## src/rtl/noisy_sig_gen.sv

```systemverilog
// rtl/noisy_sig_gen.sv - periodic triangle/square source with additive LFSR noise
module noisy_sig_gen #(
    parameter int          N     = 16,
    parameter int          DIV_W = 16,
    parameter logic [15:0] SEED  = 16'hACE1
) (
    input  logic             clk,
    input  logic             reset,
    input  logic             enable,
    input  logic             wave_sel,
    input  logic [N-1:0]     amp,
    input  logic [N-1:0]     step,
    input  logic [DIV_W-1:0] hold,
    input  logic [DIV_W-1:0] rate_div,
    input  logic [3:0]       noise_bits,
    output logic [N-1:0]     clean,
    output logic [N-1:0]     noisy,
    output logic             sample_valid
);

    typedef enum logic [2:0] {IDLE, UP, DOWN, HIGH, LOW} state_t;

    state_t           state;
    state_t           state_next;
    logic [DIV_W-1:0] div_cnt;
    logic [DIV_W-1:0] hold_cnt;
    logic [DIV_W-1:0] hold_r;
    logic [DIV_W-1:0] hold_eff;
    logic [N-1:0]     amp_r;
    logic [N-1:0]     step_r;
    logic [N-1:0]     s;
    logic [N-1:0]     s_next;
    logic [N-1:0]     n;
    logic [N-1:0]     noisy_next;
    logic [N:0]       up_sum;
    logic [N:0]       noisy_sum;
    logic [15:0]      lfsr;
    logic [15:0]      lfsr_next;
    logic [15:0]      noise_mask;
    logic             tick;
    logic             hold_done;

    always_comb begin
        tick       = (state != IDLE) && enable && (div_cnt == rate_div);
        hold_eff   = (hold_r == '0) ? DIV_W'(1) : hold_r;
        hold_done  = (hold_cnt == hold_eff - DIV_W'(1));
        up_sum     = {1'b0, s} + {1'b0, step_r};
        s_next     = s;
        state_next = state;
        case (state)
            UP: begin
                if (up_sum > {1'b0, amp_r}) begin
                    s_next     = amp_r;
                    state_next = DOWN;
                end else begin
                    s_next = up_sum[N-1:0];
                end
            end
            DOWN: begin
                if (step_r > s) begin
                    s_next     = '0;
                    state_next = UP;
                end else begin
                    s_next = s - step_r;
                end
            end
            HIGH: begin
                // the switching tick still emits this state's level
                s_next = amp_r;
                if (hold_done) state_next = LOW;
            end
            LOW: begin
                s_next = '0;
                if (hold_done) state_next = HIGH;
            end
            default: begin
                s_next     = s;
                state_next = state;
            end
        endcase
        noise_mask = 16'((17'd1 << noise_bits) - 17'd1);
        n          = N'(lfsr & noise_mask);
        noisy_sum  = {1'b0, s_next} + {1'b0, n};
        noisy_next = noisy_sum[N] ? '1 : noisy_sum[N-1:0];
        lfsr_next  = {lfsr[14:0], lfsr[15] ^ lfsr[13] ^ lfsr[12] ^ lfsr[10]};
    end

    always_ff @(posedge clk or posedge reset) begin
        if (reset) begin
            state        <= IDLE;
            div_cnt      <= '0;
            hold_cnt     <= '0;
            hold_r       <= '0;
            amp_r        <= '0;
            step_r       <= '0;
            s            <= '0;
            lfsr         <= SEED;
            clean        <= '0;
            noisy        <= '0;
            sample_valid <= 1'b0;
        end else begin
            sample_valid <= 1'b0;
            if (state == IDLE) begin
                if (enable) begin
                    amp_r    <= amp;
                    step_r   <= step;
                    hold_r   <= hold;
                    div_cnt  <= '0;
                    hold_cnt <= '0;
                    s        <= '0;
                    state    <= wave_sel ? UP : HIGH;
                end
            end else if (!enable) begin
                state <= IDLE;
            end else if (tick) begin
                div_cnt      <= '0;
                s            <= s_next;
                state        <= state_next;
                hold_cnt     <= hold_done ? '0 : hold_cnt + DIV_W'(1);
                lfsr         <= lfsr_next;
                clean        <= s_next;
                noisy        <= noisy_next;
                sample_valid <= 1'b1;
            end else begin
                // wraps through 2^DIV_W if rate_div drops below div_cnt
                div_cnt <= div_cnt + DIV_W'(1);
            end
        end
    end

endmodule

```

## config.mk

```make
export PLATFORM = sky130hd
export DESIGN_NAME = noisy_sig_gen
export DESIGN_NICKNAME = d
export VERILOG_FILES = /design/src/rtl/noisy_sig_gen.sv
export SDC_FILE = /design/constraint.sdc
export NUM_CORES = 1
export LEC_CHECK = 0
export CORE_MARGIN = 5
export CORE_UTILIZATION = 61
export CTS_CLUSTER_DIAMETER = 50
export CTS_CLUSTER_SIZE = 8
export DETAILED_ROUTE_END_ITERATION = 8
export GPL_TIMING_DRIVEN = 0
export PLACE_DENSITY = 0.85
export SLEW_MARGIN = 40
export SYNTH_ARGS = -nofsm -noshare
export SYNTH_HDL_FRONTEND = slang
export SYNTH_SLANG_ARGS = --single-unit
```

## constraint.sdc

```tcl
create_clock -name clk -period 11.15 [get_ports clk]
set_input_delay 1.6725 -clock clk [delete_from_list [all_inputs] [get_ports clk]]
set_output_delay 1.6725 -clock clk [all_outputs]
set_load 0.005 [all_outputs]
```

==> results.txt <==
Outcome - finished clean
Reg power frac - 32.0%
P&R area growth vs syn - 18.2%
Wire length per cell - 18.9 um
Vias per inst - 6.21
Synth Cell Area - 10,500 um^2
Ys async rst share - 100%
Mapped Cells - 1,231
Relative slew slack - 37.1%
Most frequent cells in the layout - nand2_1 (169), dfrtp_1 (140), clkdlybuf4s50_1 (103)
CP max stage cell - buf_1
Switch share - 41.3%
DR iter-0 viols - 893
Psw - 876 uW
Register area - 3710 um^2
Endpoints failing setup - 0
Mean Syn Cell Area - 8.53 um^2
Internal power - 1.25 mW
Post-synth EDFFs - 0
Pre-Repair DR Iteration Count - 8
Initial antenna violation count - 0
Min-Delay Startpoint - lfsr[15]$_DFFE_PP1P_
Fraction of layout cells with a size suffix above 1 - 6.36%
Residual DRC - 0
Synth area leader - dfrtp_1
Comb pwr share - 43.3%
Syn Nets - 1,374
Worst Tran Pin Value - 937 ps
# IOs - 105
Yosys top cell area share - 33.4%
Crit start category - flop
Crit path max fanout - 10
LEAKAGE - 5.54 nW
Peak supply drop - 146 uV
WHS - 466 ps
Final min period - 8630 ps
Clk_lat worst skew - 430 ps
Placed Area - 11,900 um^2
Worst path max stage delay - 620 ps
F_max - 116 MHz
Worst R2R Start - s[2]$_DFFE_PP0P_
CP Capture Type - flop
Worst path arrival time - 8930 ps
Ys flop type - dfrtp_1
TritonCTS clock tree - done
Worst reg-to-reg setup slack - 2520 ps
NumNets Final - 1,498
Max Cap Viol - 0
Pin count of the biggest net entering global routing - 66
Final wirelength - 30,200 um
Clk network pwr share - 24.7%
Total CTS buffers - 17
H-tree Lvls - 4
CTS clk-pin slew, worst paths - 70 ps
Routed Antenna Nets - 0
WHS Endpoint - lfsr[15]$_DFFE_PP1P_
CTS root buf - clkbuf_16
Hold-critical path depth - 2
Antenna Cells - 0
Met2 routed WL - 13,900 um
Final Hold Viols - 0
Most common cell after layout, fill and taps aside - nand2_1
Core area - 17,100 um^2
CTS Buffer Depth - 2
Die X - 141 um
Total congestion overflow - 0
Design Area, Final - 12,400 um^2
R2R cell count - 28
Clock tree sinks - 148
Sequential-to-total area share from yosys stat - 35.4%
GP Congestion - 0.960
Metal3 WL - 2530 um
Filler cells - 1,316
Most frequent CP cell - a21oi_1
Met1 WL - 12,500 um
Distinct cells, synth - 81
Yosys reg bits - 148
Tcrit/Tclk final - 77.4%
Post-CTS Setup Inserts - 0
Uppermost layer routed - met4
Total track usage - 30.4%
Effective utilization at floorplan - 61.3%
RR Endpoint - noisy[3]$_DFFE_PP0P_
PD cells - 171 nW/um^2
# resized after CTS - 0
Total negative slack - 0 ps
Max-slew violation count - 0
Multi-input gate area - 6310 um^2
Min-delay worst type - flop to flop
Rows - 48
Die height - 141 um
DR vias - 9,893
Post-DP HPWL - 22,300 um
WS Path Type - flop to flop
IO Port Bufs - 103
RSZ-0062 raised after global routing - no
DIE AREA - 19,900 um^2
# hold bufs at CTS - 0
CP required - 11,440 ps
Global-route wire length before repair - 48,600 um
Clock Skews - 14.0 ps
Vias in the first global route - 9,653
Yosys warns - 0
Synth area leaders - dfrtp_1 (33%), ha_1 (8.1%), nand2_1 (6.0%), o21ai_0 (4.3%), a21oi_1 (3.5%)
==> stage by stage <==
stage / total power [mW] / std cells / worst slack, ps / utilization, %
2_1_floorplan: 1.32 / 1231 / 4280 / -
3_3_place_gp: 1.55 / 1559 / 2250 / 69.0
3_5_place_dp: 1.57 / 1561 / 2840 / 69.4
4_1_cts: 2.10 / 1593 / 2780 / 72.5
5_1_grt: 2.24 / 1593 / 2110 / 72.5
6_report: 2.12 / 1593 / 2520 / 72.5
==> worst max-delay path, delay by kind of cell, from the launching register on <==
kind                       cells  cell delay [ps]
AOI/OAI and AO/OA             18             4720
adders and majority gates      3             1110
DFF                            1              420
xor gates and xnor gates       1              360
and+or+nand+nor                3              450
buffers and inverters          3             1370
==> cell usage after synthesis (7+ instances only) <==
library cell  number
a22o_1             7
dfrtp_1          140
xor2_1            38
o21ai_0           90
and2_1             7
xnor2_1           33
a211oi_1          10
nor2b_1           16
mux2i_1           19
ha_1              68
nand2b_1          12
a21oi_1           74
a21o_1            16
o31ai_1           21
nor2_1            94
a31oi_1           10
nand4_1           11
dfstp_2            8
nand2_1          169
or3_1             13
nand3_1           26
inv_1             72
nor4_1            15
mux2_2            22
nand3b_1           7
nor3_1            23
and3_1            16
o21a_1            17
o211ai_1          12
o21bai_1           8
clkbuf_1          45
==> final cells by class <==
cell class / count / area share [%]
multi-input combinational: 956 / 50.9
sequential: 148 / 29.9
timing repair buffer: 105 / 8.75
clock buffer: 21 / 3.55
inverter: 73 / 2.27
tap: 225 / 2.27
buffer: 54 / 1.73
clock inverter: 11 / 0.635
==> flip-flops by register name, summed over array words and instances (netlist names) <==
signal	flops
step_r	16
state	3
s	16
hold_cnt	16
div_cnt	16
noisy	16
sample_valid	1
hold_r	16
clean	16
amp_r	16
lfsr	16
==> cells by family (layout without fill, tap and decap cells) <==
kind of cell / after synthesis / after routing / share of synthesized area, %
adder cells (fa/ha/maj): 71 / 71 / 8.68
multiplexers: 41 / 41 / 4.17
XOR/XNOR: 71 / 71 / 5.93
buffers and inverters: 127 / 264 / 4.66
flip-flops: 148 / 148 / 35.4
other: 1 / 1 / 0.0357
AND/OR/NAND/NOR: 438 / 438 / 20.1
AO/OA/AOI/OAI: 334 / 334 / 21.0
==> metal layers <==
layer  global-route usage (%)  vias up
met2                     48.8      464
met1                     40.6     4688
met5                        0        -
li1                         -     4655
met3                     5.83       86
met4                     12.2        0
==> worst max-delay path by stage <==
stage	start	endpoint	slack, ps	depth (start not counted)
floorplan	s[9]$_DFFE_PP0P_	noisy[10]$_DFFE_PP0P_	4280	26
global placement	s[9]$_DFFE_PP0P_	noisy[6]$_DFFE_PP0P_	2250	26
detailed placement	s[2]$_DFFE_PP0P_	noisy[3]$_DFFE_PP0P_	2840	28
CTS	s[2]$_DFFE_PP0P_	noisy[3]$_DFFE_PP0P_	2780	28
global route	step_r[2]$_DFFE_PP0P_	noisy[3]$_DFFE_PP0P_	2110	29
finish	s[2]$_DFFE_PP0P_	noisy[3]$_DFFE_PP0P_	2520	28
==> power by group through the flow <==
stage	Clock (mW)	Combinational, mW	Sequential [mW]
5_1_grt	0.547	1.00	0.688
6_report	0.524	0.918	0.679
3_5_place_dp	0	0.887	0.684
3_3_place_gp	0	0.865	0.682
2_1_floorplan	0	0.655	0.665
4_1_cts	0.524	0.898	0.678
No activity file was read; power rests on OpenSTA's default activity.
